[src/rtl/cpu_pkg.sv]
// Shared pipeline-control encodings: hazard FSM states and operand forwarding selects.
// The decoder, D_Ex consumer and Ex operand mux all use these same codes.
package cpu_pkg;

    typedef enum logic [1:0] {
        RUN   = 2'b00,
        STALL = 2'b01,
        FLUSH = 2'b10,
        HALT  = 2'b11
    } hz_state_t;

    typedef enum logic [1:0] {
        FWD_NONE = 2'b00,
        FWD_EX   = 2'b01,
        FWD_MEM  = 2'b10
    } fwd_t;

endpackage : cpu_pkg

[src/rtl/hazard_ctrl_fwd_sel.sv]
// Operand forwarding comparator for one Decode source operand.
// Purely combinational; the Ex-stage match has priority over the Mem-stage match.
module fwd_sel
    import cpu_pkg::*;
(
    input  logic [1:0] src,
    input  logic       use_src,
    input  logic [1:0] ex_rd,
    input  logic       ex_RW,
    input  logic       ex_is_load,
    input  logic [1:0] mem_rd,
    input  logic       mem_RW,
    output logic [1:0] fwd
);

    // A load in Ex has no result yet, so it can never be an Ex forward source.
    logic ex_hit;
    logic mem_hit;

    assign ex_hit  = use_src && ex_RW && !ex_is_load && (ex_rd == src);
    assign mem_hit = use_src && mem_RW && (mem_rd == src);

    always_comb begin
        if (ex_hit) begin
            fwd = FWD_EX;
        end else if (mem_hit) begin
            fwd = FWD_MEM;
        end else begin
            fwd = FWD_NONE;
        end
    end

endmodule : fwd_sel

[src/rtl/hazard_ctrl.sv]
// Pipeline hazard control: load-use stalls, taken-branch flushes, halt, and
// per-operand forwarding selects for the F_D / D_Ex latches and PC.
module hazard_ctrl
    import cpu_pkg::*;
#(
    parameter int LOAD_STALL = 1,
    parameter int BR_PENALTY = 2
) (
    input  logic       clk,
    input  logic       reset,
    input  logic [1:0] id_ra,
    input  logic [1:0] id_rb,
    input  logic       id_use_ra,
    input  logic       id_use_rb,
    input  logic [1:0] ex_rd,
    input  logic       ex_RW,
    input  logic       ex_is_load,
    input  logic [1:0] mem_rd,
    input  logic       mem_RW,
    input  logic       ex_br_taken,
    input  logic       ex_Hlt,
    output logic       pc_ld,
    output logic       fd_ld,
    output logic       fd_flush,
    output logic       dex_ld,
    output logic       dex_flush,
    output logic [1:0] fwd_a,
    output logic [1:0] fwd_b,
    output logic       halted,
    output logic [1:0] state
);

    // Counter preloads: the cycle that detects the hazard is the first of the window.
    localparam int          STALL_INIT_I = (LOAD_STALL > 1) ? LOAD_STALL - 2 : 0;
    localparam int          FLUSH_INIT_I = (BR_PENALTY > 1) ? BR_PENALTY - 2 : 0;
    localparam logic [1:0]  STALL_INIT   = STALL_INIT_I[1:0];
    localparam logic [1:0]  FLUSH_INIT   = FLUSH_INIT_I[1:0];

    hz_state_t  state_q, state_d;
    logic [1:0] cnt_q, cnt_d;
    logic       halted_q, halted_d;
    logic       load_use;

    fwd_sel u_fwd_a (
        .src        (id_ra),
        .use_src    (id_use_ra),
        .ex_rd      (ex_rd),
        .ex_RW      (ex_RW),
        .ex_is_load (ex_is_load),
        .mem_rd     (mem_rd),
        .mem_RW     (mem_RW),
        .fwd        (fwd_a)
    );

    fwd_sel u_fwd_b (
        .src        (id_rb),
        .use_src    (id_use_rb),
        .ex_rd      (ex_rd),
        .ex_RW      (ex_RW),
        .ex_is_load (ex_is_load),
        .mem_rd     (mem_rd),
        .mem_RW     (mem_RW),
        .fwd        (fwd_b)
    );

    assign load_use = ex_RW && ex_is_load &&
                      ((id_use_ra && (ex_rd == id_ra)) || (id_use_rb && (ex_rd == id_rb)));

    always_comb begin
        // NOTE: every output and next-state value gets a default first so no latch is inferred.
        state_d   = state_q;
        cnt_d     = cnt_q;
        halted_d  = halted_q;
        pc_ld     = 1'b1;
        fd_ld     = 1'b1;
        dex_ld    = 1'b1;
        fd_flush  = 1'b0;
        dex_flush = 1'b0;

        unique case (state_q)
            RUN: begin
                if (ex_Hlt) begin
                    pc_ld     = 1'b0;
                    fd_ld     = 1'b0;
                    dex_ld    = 1'b0;
                    dex_flush = 1'b1;
                    state_d   = HALT;
                    halted_d  = 1'b1;
                end else if (ex_br_taken) begin
                    fd_flush  = 1'b1;
                    dex_flush = 1'b1;
                    if (BR_PENALTY > 1) begin
                        state_d = FLUSH;
                        cnt_d   = FLUSH_INIT;
                    end
                end else if (load_use) begin
                    pc_ld     = 1'b0;
                    fd_ld     = 1'b0;
                    dex_flush = 1'b1;
                    if (LOAD_STALL > 1) begin
                        state_d = STALL;
                        cnt_d   = STALL_INIT;
                    end
                end
            end
            STALL: begin
                pc_ld     = 1'b0;
                fd_ld     = 1'b0;
                dex_flush = 1'b1;
                if (cnt_q == 2'd0) state_d = RUN;
                else               cnt_d   = cnt_q - 2'd1;
            end
            FLUSH: begin
                fd_flush  = 1'b1;
                dex_flush = 1'b1;
                if (cnt_q == 2'd0) state_d = RUN;
                else               cnt_d   = cnt_q - 2'd1;
            end
            HALT: begin
                pc_ld  = 1'b0;
                fd_ld  = 1'b0;
                dex_ld = 1'b0;
            end
            default: state_d = RUN;
        endcase

        // While reset is held the pipeline latches free-run with no flushes.
        if (!reset) begin
            pc_ld     = 1'b1;
            fd_ld     = 1'b1;
            dex_ld    = 1'b1;
            fd_flush  = 1'b0;
            dex_flush = 1'b0;
        end
    end

    // NOTE: sequential state uses non-blocking assignments so all registers update together.
    always_ff @(posedge clk or negedge reset) begin
        if (!reset) begin
            state_q  <= RUN;
            cnt_q    <= 2'd0;
            halted_q <= 1'b0;
        end else begin
            state_q  <= state_d;
            cnt_q    <= cnt_d;
            halted_q <= halted_d;
        end
    end

    assign halted = halted_q;
    assign state  = state_q;

endmodule : hazard_ctrl

[config.mk]
export PLATFORM = sky130hd
export DESIGN_NAME = hazard_ctrl
export DESIGN_NICKNAME = d
export VERILOG_FILES = /design/src/rtl/cpu_pkg.sv /design/src/rtl/hazard_ctrl_fwd_sel.sv /design/src/rtl/hazard_ctrl.sv
export SDC_FILE = /design/constraint.sdc
export NUM_CORES = 1
export LEC_CHECK = 0
export BUFFER_PORTS_ARGS = -buffer_cell sky130_fd_sc_hd__buf_4
export CAP_MARGIN = 10
export CORE_AREA = 2 2 39 41
export DETAILED_ROUTE_END_ITERATION = 8
export DIE_AREA = 0 0 41 43
export GPL_ROUTABILITY_DRIVEN = 0
export GPL_TIMING_DRIVEN = 1
export PLACE_DENSITY = 0.84
export RECOVER_POWER = 25
export SETUP_SLACK_MARGIN = 0.02
export SLEW_MARGIN = 20
export SYNTH_ARGS = -nofsm -noshare
export SYNTH_HDL_FRONTEND = slang
export SYNTH_SLANG_ARGS = --single-unit
[constraint.sdc]
create_clock -name clk -period 2.3 [get_ports clk]
set_input_delay 0 -clock clk [delete_from_list [all_inputs] [get_ports clk]]
set_output_delay 0 -clock clk [all_outputs]
set_load 0.1 [all_outputs]
== Word-level counts from Yosys, hierarchy flattened ==
Cells that the tools add are included.

* Output and inout bits: 12
* Input bits: 17
* Register bits after elaboration: 5

* Multiplexer cells: 29
* Add/sub/neg operators: 1
* Reductions and logical operators: 24
* Equal/unequal tests: 12

{| class="wikitable"
|+ Operators by type and width
! cell !! number
|-
| 2-bit 2-to-1 mux || 10
|-
| 1-bit logical AND || 14
|-
| 1-bit 2-to-1 mux || 13
|-
| 2-bit equality test || 4
|-
| 1-bit case mux with 2 select lines || 4
|-
| 2-bit case mux with 2 select lines || 2
|-
| 2-bit != test (second input constant) || 3
|-
| 2-bit equality test (second input constant) || 2
|-
| 2-bit logical NOT || 2
|-
| 4-bit AND reduction || 1
|-
| 2-bit OR reduction || 2
|-
| 3-bit != test (second input constant) || 1
|-
| 3-bit AND reduction || 1
|-
| 2-bit by 1-bit equality test with 1-bit output (second input constant) || 1
|-
| 2-bit by 1-bit != test with 1-bit output (second input constant) || 1
|-
| 2-bit AND reduction || 1
|-
| 2-bit nonzero test || 1
|-
| 2-bit by 1-bit subtractor with 2-bit output (second input constant) || 1
|-
| 1-bit logical NOT || 1
|-
| 1-bit logical OR || 1
|}

== Logic depth before layout (Yosys ltp) ==
Gate-level depths: netlist (run 1).

* Word-level depth: 9
* Gate-level depth with buffers: 8

== By module ==
From an unflattened synthesis (run 1), not the netlist that was laid out.

* Cell total of the unflattened synthesis: 79
* Area total of the unflattened synthesis: 644.4 µm²

{| class="wikitable"
|+ By module, submodules not included
! module !! instances !! area each (µm²) !! cells each
|-
| hazard_ctrl || 1 || 451.7 || 55
|-
| fwd_sel || 2 || 96.3 || 12
|}

== Worst setup path after synthesis (run 1) ==
OpenSTA, ideal clock, no wires.

* Path type: register to output
* From: reg state_q[0], in the netlist state[0]
* To: out pc_ld
* Buffers on the path: 2
* Data arrival time: 3909 ps
* Required time: 2300 ps
* Cell stages (with the launch flop): 9
* Setup slack: -1609 ps
* Cell sequence: dfrtp_1 -> inv_1 -> ha_1 -> buf_2 -> nand2_1 -> o21ai_0 -> and2_1 -> a41oi_1 -> buf_4

* Word-level cells in the longest chain between the ends: 4

{| class="wikitable"
|+ Ends and longest elaborated chain
! element !! RTL line !! text
|-
| start, declared || hazard_ctrl.sv:39 || <nowiki>hz_state_t state_q, state_d;</nowiki>
|-
| start signal, assigned || hazard_ctrl.sv:144 || <nowiki>state_q <= state_d;</nowiki>
|-
| 2-bit by 1-bit equality test with 1-bit output or 2-bit equality test (tied branches) || -- ||
|-
| 2-bit OR reduction (no line) || -- ||
|-
| 1-bit case mux with 2 select lines (*) || -- ||
|-
| 1-bit 2-to-1 mux (*) || -- ||
|-
| end, declared || hazard_ctrl.sv:22 || <nowiki>output logic pc_ld,</nowiki>
|}

Every way passes the cells marked *; elsewhere a longest branch is shown, timed or not.

== Final worst setup path (run 1) ==
* From: reg state_q[1], in the netlist state[1]
* To: out pc_ld

* Word-level cells in the longest chain between the ends: 4

{| class="wikitable"
|+ Ends and longest elaborated chain
! element !! RTL line !! text
|-
| 2-bit by 1-bit equality test with 1-bit output or 2-bit equality test (tied branches) || hazard_ctrl.sv:80 || <nowiki>unique case (state_q)</nowiki>
|-
| 2-bit OR reduction (no line) || -- ||
|-
| 1-bit case mux with 2 select lines (*) || hazard_ctrl.sv:80 ||
|-
| 1-bit 2-to-1 mux (*) || hazard_ctrl.sv:128 || <nowiki>if (!reset) begin</nowiki>
|}

Marked as above.

==> results of run 1 <==
per-stage QoR:
stage | power, mW | setup WS, ps | setup TNS (ps) | utilization
finish | 1.20 | 256 | 0 | 0.607
detailed placement | 1.11 | 487 | 0 | 0.583
floorplan | 0.922 | -200 | -200 | -
CTS | 1.21 | 226 | 0 | 0.609
global placement | 1.08 | 569 | 0 | 0.583
global route | 1.29 | 122 | 0 | 0.607
cell type report:
cell class,instances,area [sq um],area share
flip-flops and latches,5,133,0.158
well taps,16,20.0,0.0238
repair buffers,29,216,0.258
multi-input cells,49,414,0.493
clock buffers,4,26.3,0.0313
inverters,8,30.0,0.0358
cells in the mapped netlist, types with 2 or more instances:
cell type  instances  area, sq um
nand3_2            2         20.0
nor3b_2            2         25.0
ha_1               5         62.6
inv_1              8         30.0
nand2_1            5         18.8
dfrtp_1            5          125
o21ai_0            3         15.0
nand2b_1           2         12.5
xor2_1             2         17.5
nor2_1             2         7.51
o2bb2ai_1          2         17.5
nor3_1             2         10.0
nand3_1            2         10.0
buf_4              3         22.5
xnor2_1            6         52.6
power by group through the flow:
stage,Combinational (mW),Sequential [mW],Clock (mW)
after floorplan,0.634,0.289,0
after global placement,0.909,0.169,0
after detailed placement,0.932,0.174,0
after CTS,0.935,0.173,0.103
after global routing,0.997,0.178,0.110
final,0.930,0.174,0.0970
cell usage in the layout, fill, tap and decap left out, drive strengths merged:
| master | count |
|---|---|
| a22oi | 1 |
| nand3 | 4 |
| inv | 8 |
| o21ai | 4 |
| o2bb2ai | 2 |
| a211oi | 1 |
| nand2 | 5 |
| clkbuf | 5 |
| dlygate4sd3 | 1 |
| dfrtp | 5 |
| nor2b | 1 |
| xor2 | 2 |
| a31oi | 2 |
| nand2b | 2 |
| ha | 5 |
| a21oi | 2 |
| a22o | 1 |
| nor3 | 2 |
| o211a | 1 |
| nor2 | 2 |
| nor3b | 2 |
| xnor2 | 6 |
| a41oi | 1 |
| a32o | 1 |
| and2 | 1 |
| buf | 27 |
| o41a | 1 |
metal layers:
| layer | wire length (um) | GRT usage | up-vias |
|---|---|---|---|
| li1 | - | - | 288 |
| met1 | 602 | 0.220 | 274 |
| met2 | 684 | 0.306 | 10 |
| met3 | 43 | 0.0314 | 2 |
| met4 | 17 | 0.0600 | 0 |
| met5 | 0 | 0 | - |
registers in the layout (all words and copies together), names as in the netlist:
signal,count
halted,1
cnt_q,2
state,2
kinds of logic (layout without fill, tap and decap cells):
logic type	after synthesis	in the layout	share of synthesized area
AO/OA/AOI/OAI	17	17	0.237
XOR/XNOR	8	8	0.124
adder cells (fa/ha/maj)	5	5	0.111
buffers and inverters	12	41	0.102
flip-flops	5	5	0.221
AND/OR/NAND/NOR	19	19	0.206
critical path, stage by stage, from the launching register on:
cell and delay (ps):
dfrtp_4 490, inv_1 90, ha_1 390, o21ai_0 140, and2_1 190, a41oi_4 170, buf_4 320
worst max-delay path by stage:
stage,end,depth (start not counted),slack (ps)
CTS,pc_ld,6,230
floorplan,pc_ld,8,-200
detailed placement,pc_ld,6,490
finish,pc_ld,6,260
global route,fd_ld,6,120
global placement,pc_ld,6,570
timing repair:
item                       in CTS  in global routing
setup buffers                   0                  0
hold endpoints to repair        5                  0
hold buffers                    1                  0
setup endpoints to repair       0                  0
==> run summary, run 1 <==
Status = complete, no violations
Synth cell types = 30
Origin of the worst setup path = state[1]$_DFFE_PN0P_
Final #Nets = 118
Post-synthesis sequential area ratio = 0.221
Clock tree from TritonCTS = done
Synthesized Nets = 88
RR Endpoint = state[0]$_DFFE_PN0P_
Non-Filler Instances = 111
Cell-internal power = 0.464 mW
CTS buffer count = 3
DR iter-0 viols = 4
Post-synth EDFFs = 0
Worst Path Arrival = 2040 ps
Slew HR = 0.650
Die Height = 43 um
Final hold slack = 65.8 ps
Max Cap Viol = 0
Sw Share = 0.613
Core ar. = 1380 sq um
Clock buffer depth = 2
Worst-Margin Slew = 525 ps
Final Hold Fails = 0
Path depth of the worst reg2reg path = 5
Vias/cell = 5.17
Period utilization = 0.889
Final Cell Area = 840 sq um
Initial antenna violation count = 0
FF+latch count, synth = 5
Filler cells = 127
Mapped Cells = 66
Placed cell count = 106
Worst hold endpoint = state[0]$_DFFE_PN0P_
First-pass GRT wire length = 2.23 mm
CTS Root Cell = clkbuf_4
Ys async rst share = 1.00
Antenna viol nets, final = 0
Wire per inst = 12.1 um
Type of the worst setup path = reg -> out
Mean Syn Cell Area = 8.57 sq um
Worst hold stages = 2
Hold crit path type = in -> reg
Syn-to-layout area delta = 48.5%
Layout cells sized above 1 = 0.442
Worst vdd ir = 961 uV
Ant diodes = 0
Clock network power share = 0.081
Flop pwr share = 0.144
Grt ovf = 0
Hold_sp = ex_Hlt
Crit path launch type = flip-flop
Die width = 41 um
Unrepaired setup endpoints after global routing = no
CP Max Fanout = 10
Initial Util = 0.409
Clk sink count = 5
Row count = 14
Vias in the first global route = 557
H-tree depth = 1
Dpl cell area = 807 sq um
P per Cell Area = 1430 nW/um^2
Required time of the worst setup path = 2300 ps
Post-layout min period = 2040 ps
Synth Cell Area = 566 sq um
Ys flop type = dfrtp_1
Worst Clk Skew = 0.633 ps
Reg2Reg Setup Slack = 740 ps
Max Slew Vio Count = 0
Largest net degree at the start of global routing = 11
Max Fclk = 0.489 GHz
Ys Warns = 0
DR DRC count = 0
HPWL after DPL = 1.12 mm
Pleak = 0.379 nW
Reg2reg start = state[0]$_DFFE_PN0P_
PostCTS Resize Cnt = 0
DRT Pass-1 Iters = 4
Vias = 574
Final setup vio count = 0
Clock slew at reported path FFs = 40 ps
Clk_lat worst skew = 240 ps
Logic pwr share = 0.775
Port bufs = 28
Switch Pwr = 0.736 mW
DRT Wirelength = 1.35 mm
IO Pins = 29
Tot GR Track Use = 0.182
Die area = 1760 sq um
Crit end category = output pin
Note: power is estimated with default switching activity, not from simulation.
==> run 2, diff against run 1 <==
Settings changed: CORE_AREA 2 2 39 41 to 5 5 42 44, DIE_AREA 0 0 41 43 to 0 0 47 49.
==> run summary, run 2 (synthesis results as in run 1) <==
Final hold slack = 23.8 ps (-42.0 ps)
P per Cell Area = 1440 nW/um^2 (+0.52%)
Initial antenna violation count = 0 (unchanged)
DRT Pass-1 Iters = 2 (-2)
H-tree depth = 1 (unchanged)
Pleak = 0.379 nW (unchanged)
Flop pwr share = 0.142 (-0.002)
Logic pwr share = 0.762 (-0.013)
CTS Root Cell = clkbuf_4
Worst Path Arrival = 2040 ps (about the same)
Crit path launch type = flip-flop
HPWL after DPL = 1.24 mm (+11%)
Final Cell Area = 840 sq um (unchanged)
Ant diodes = 0 (unchanged)
Row count = 14 (unchanged)
Clk_lat worst skew = 270 ps (+30 ps)
Reg2reg start = state[0]$_DFFE_PN0P_
Hold_sp = ex_Hlt
Die area = 2300 sq um (+31%)
Grt ovf = 0 (unchanged)
Final setup vio count = 0 (unchanged)
Max Slew Vio Count = 0 (unchanged)
Clock slew at reported path FFs = 60 ps (+20 ps)
Placed cell count = 106 (unchanged)
Max stage delay on crit path = 490 ps (about the same)
Slew HR = 0.640 (-0.0100)
Die Height = 49 um (+14%)
CP Cell Sequence = inv_1 -> ha_1 -> o21ai_0 -> and2_1 -> a41oi_4 -> buf_4
Commonest cells after routing, fill and taps aside = buf_4, inv_1, xnor2_1, nand2_1, ha_1
Worst-Margin Slew = 540 ps (+15.0 ps)
Antenna viol nets, final = 0 (unchanged)
CP max stage cell = dfrtp_4
Core ar. = 1400 sq um (+1.3%)
Die width = 47 um (+15%)
Type of the worst setup path = reg -> out
Cell-internal power = 0.466 mW (+0.30%)
Hold crit path type = in -> reg
Unrepaired setup endpoints after global routing = no
Final Hold Fails = 0 (unchanged)
Crit end category = output pin
Vias/cell = 5.23 (+1.2%)
CP Max Fanout = 10 (unchanged)
DR iter-0 viols = 2 (-2)
Sw Share = 0.614 (+0.000862)
Dpl cell area = 807 sq um (unchanged)
Dpl ws = 509 ps (+22.0 ps)
Layout cells sized above 1 = 0.442 (unchanged)
Vias = 581 (+1.2%)
Clk sink count = 5 (unchanged)
Clock buffer depth = 2 (unchanged)
CTS buffer count = 3 (unchanged)
Clock tree from TritonCTS = done
Port bufs = 28 (unchanged)
Syn-to-layout area delta = 48.5% (unchanged)
Wire per inst = 13.2 um (+8.6%)
Tot GR Track Use = 0.138 (-0.0441)
Required time of the worst setup path = 2300 ps (about the same)
Origin of the worst setup path = state[0]$_DFFE_PN0P_
Worst vdd ir = 744 uV (-23%)
Vias in the first global route = 544 (-2.3%)
Max Cap Viol = 0 (unchanged)
Clock network power share = 0.096 (+0.015)
Worst setup margin = 255 ps (-0.476 ps)
Worst Clk Skew = 20.3 ps (+19.7 ps)
Switch Pwr = 0.741 mW (+0.67%)
Final #Nets = 118 (unchanged)
Non-Filler Instances = 111 (unchanged)
Most common cell after layout, fill and taps aside = buf_4
Final TNS setup = 0 ps (unchanged)
DR DRC count = 0 (unchanged)
Largest net degree at the start of global routing = 11 (unchanged)
Max Fclk = 0.489 GHz (about the same)
Status = complete, no violations
IO Pins = 29 (unchanged)
First-pass GRT wire length = 2.32 mm (+4.0%)
Post-layout min period = 2040 ps (+0.476 ps)
Initial Util = 0.404 (-0.00511)
DRT Wirelength = 1.46 mm (+8.6%)
Period utilization = 0.889 (about the same)
==> run 2: final timing paths <==
path                            depth (start not counted)  slack [ps]                    to
worst max-delay path                                    6         260                 fd_ld
worst min-delay path                                    3          20    halted$_DFFE_PN0P_
worst max register to register                          5         800  state[0]$_DFFE_PN0P_
worst min register to register                          1         490    halted$_DFFE_PN0P_
max in group asynchronous                               2        1650  state[0]$_DFFE_PN0P_
min in group asynchronous                               2         220    halted$_DFFE_PN0P_
==> run 2: power by group through the flow <==
stage | Sequential (mW) | Combinational, mW | Clock [mW]
after floorplan | 0.289 | 0.634 | 0
after global placement | 0.170 | 0.914 | 0
after detailed placement | 0.173 | 0.921 | 0
after CTS | 0.172 | 0.927 | 0.115
after global routing | 0.179 | 0.979 | 0.120
final | 0.172 | 0.920 | 0.115
==> run 2: area by class of cell <==
| type | count | area (sq um) |
|---|---|---|
| timing repair buffer | 29 | 216 |
| inverter | 8 | 30.0 |
| sequential | 5 | 133 |
| clock buffer | 4 | 26.3 |
| tap | 16 | 20.0 |
| fill | 135 | 562 |
| multi-input combinational | 49 | 414 |
==> run 2: critical path, delay by kind of cell (launching register included) <==
family	cells	cell delay [ps]
buffers and inverters	2	410
AND/OR/NAND/NOR	1	200
AO/OA/AOI/OAI	2	320
flip-flops	1	490
adder cells (fa/ha/maj)	1	380
==> run 2: per-layer routing <==
layer | global-route usage | up-vias | share of wire
met3 | 0.0332 | 2 | 0.027
met1 | 0.169 | 283 | 0.40
met4 | 0.0691 | 0 | 0.014
met5 | 0 | - | 0
met2 | 0.215 | 8 | 0.56
li1 | - | 288 | -
==> run 2: timing repair <==
| item | 4_1_cts | 5_1_grt |
|---|---|---|
| gates resized for setup | 0 | 0 |
| hold buffers | 1 | 0 |
| setup buffers | 0 | 0 |
| hold endpoints to repair | 5 | 0 |
==> run 2: per-stage QoR <==
| step | util | total power [mW] |
|---|---|---|
| floorplan | - | 0.922 |
| global placement | 0.576 | 1.08 |
| detailed placement | 0.576 | 1.09 |
| CTS | 0.602 | 1.21 |
| global route | 0.599 | 1.28 |
| finish | 0.599 | 1.21 |
==> run 3, diff against run 2 <==
Clock period 2.3 ns to 2.6 ns, I/O delays scaled along.
==> run summary, run 3 (synthesis results as in run 1) <==
Max stage delay on crit path = 500 ps (about the same)
Wire per inst = 13.8 um (+4.7%)
Syn-to-layout area delta = 46.5%
Worst-Margin Slew = 542 ps (+1.74 ps)
Met3 wire length = 66 um (+65%)
Clk sink count = 5 (unchanged)
Worst hold endpoint = state[0]$_DFFE_PN0P_
Required time of the worst setup path = 2600 ps (+300 ps)
Clk_lat worst skew = 250 ps (-20 ps)
Core ar. = 1400 sq um (unchanged)
Largest net degree at the start of global routing = 11 (unchanged)
Max Cap Viol = 0 (unchanged)
Reg2Reg Setup Slack = 1040 ps (+240 ps)
Grt ovf = 0 (unchanged)
CP Max Fanout = 10 (unchanged)
Vias/cell = 5.16 (-1.4%)
Post-layout min period = 2080 ps
Max Fclk = 0.480 GHz
Slew HR = 0.639 (-0.00116)
Clock slew at reported path FFs = 50 ps (about the same)
Final Hold Fails = 0 (unchanged)
Hold crit path type = in -> reg
Final TNS setup = 0 ps (unchanged)
H-tree depth = 1 (unchanged)
DR DRC count = 0 (unchanged)
RR Endpoint = state[0]$_DFFE_PN0P_
DRT Pass-1 Iters = 4 (+2)
Unrepaired setup endpoints after global routing = no
Design Power = 1.07 mW (-12%)
Clock buffer depth = 2 (unchanged)
FF/Latch Area = 133 sq um (unchanged)
IO Pins = 29 (unchanged)
Worst vdd ir = 698 uV (-6.3%)
Type of the worst setup path = reg -> out
Vias in the first global route = 569 (+4.6%)
CTS buffer count = 3 (unchanged)
Most common cell after layout, fill and taps aside = buf_4
Crit end category = output pin
Reg2reg start = state[0]$_DFFE_PN0P_
Hold_sp = ex_Hlt
Worst Clk Skew = 9.56 ps (-10.8 ps)
Clock tree from TritonCTS = done
PostCTS Resize Cnt = 0 (unchanged)
Antenna viol nets, final = 0 (unchanged)
DRT Wirelength = 1.53 mm (+4.7%)
Port bufs = 28 (unchanged)
Initial Util = 0.404 (unchanged)
Final setup vio count = 0 (unchanged)
Filler cells = 130 (-3.7%)
Ant diodes = 0 (unchanged)
Initial antenna violation count = 0 (unchanged)
Tot GR Track Use = 0.143 (+0.00535)
Worst setup margin = 517 ps (+262 ps)
Row count = 14 (unchanged)
Crit path launch type = flip-flop
Max Slew Vio Count = 0 (unchanged)
CP max stage cell = dfrtp_4
Worst hold stages = 2 (-1)
Period utilization = 0.801
Final #Nets = 118 (unchanged)
First-pass GRT wire length = 2.47 mm (+6.6%)
CTS Root Cell = clkbuf_4
P per Cell Area = 1290 nW/um^2 (-10%)
Highest Signal Layer = met4
CP Cell Sequence = inv_1 -> ha_1 -> o21ai_0 -> and2_1 -> a41oi_4 -> buf_4
Layout cells sized above 1 = 0.421 (-0.0211)
DR iter-0 viols = 6 (+4)
Placed cell count = 106 (unchanged)
Pleak = 0.376 nW (-0.77%)
Commonest cells after routing, fill and taps aside = buf_4, inv_1, xnor2_1, nand2_1, ha_1
Path depth of the worst reg2reg path = 5 (unchanged)
Non-Filler Instances = 111 (unchanged)
Metal2 WL = 791 um (-3.2%)
M1 WL = 633 um (+8.8%)
Die Height = 49 um (unchanged)
Status = complete, no violations
Worst Path Arrival = 2080 ps (+40 ps)
Area of the multi-input gates = 402 sq um (-3.0%)
Vias = 573 (-1.4%)
Die area = 2300 sq um (unchanged)
Die width = 47 um (unchanged)
Dpl ws = 814 ps (+305 ps)
HPWL after DPL = 1.29 mm (+3.7%)
==> run 3: cell count changes in the layout (fill, tap and decap cells not counted), sizes merged <==
cell | before | now
clkinv | 0 | 1
clkbuf | 5 | 4
==> run 3: worst max path at each step <==
| stage | startpoint | endpoint | cells past startpoint |
|---|---|---|---|
| after CTS | state[1]$_DFFE_PN0P_ | fd_ld | 6 |
| after global placement | state[0]$_DFFE_PN0P_ | fd_ld | 6 |
| final | state[1]$_DFFE_PN0P_ | fd_ld | 6 |
| after detailed placement | state[1]$_DFFE_PN0P_ | fd_ld | 6 |
| after global routing | state[1]$_DFFE_PN0P_ | pc_ld | 6 |
| after floorplan | state[0]$_DFFE_PN0P_ | fd_flush | 5 |
==> run 3: critical path: cells and delay by family, from the launching register on <==
kind / cells / cell delay (ps)
AOI/OAI and AO/OA: 2 / 320
adders and majority gates: 1 / 400
buffers and inverters: 2 / 410
DFF: 1 / 500
and+or+nand+nor: 1 / 190
==> run 3: cell type report <==
| class | count | share of cell area |
|---|---|---|
| repair buffers | 29 | 0.261 |
| inverters | 8 | 0.0363 |
| multi-input cells | 49 | 0.485 |
| well taps | 16 | 0.0242 |
| clock inverters | 1 | 0.00604 |
| flip-flops and latches | 5 | 0.160 |
| clock buffers | 3 | 0.0272 |
==> run 3: per-stage QoR <==
step / cell area [sq um] / hold WS, ps / util
after global placement: 795 / -168 / 0.567
final: 828 / 29.9 / 0.591
after CTS: 832 / 26.5 / 0.594
after floorplan: 592 / -296 / -
after global routing: 828 / 43.5 / 0.591
after detailed placement: 795 / -166 / 0.567
==> run 3: repair_timing <==
item | 4_1_cts | 5_1_grt
setup buffers | 0 | 0
hold endpoints to repair | 5 | 0
hold buffers | 1 | 0
==> run 3: layer usage <==
metal,up-vias,GRT usage
met2,18,0.226
met4,0,0.0645
li1,286,-
met3,6,0.0295
met1,263,0.179
met5,-,0
==> run 3: where the power goes <==
| part | switching, mW | internal, mW | leakage [nW] |
|---|---|---|---|
| Clock | 0.0386 | 0.0561 | 0.0177 |
| Combinational | 0.586 | 0.231 | 0.302 |
| Sequential | 0.0352 | 0.120 | 0.0556 |
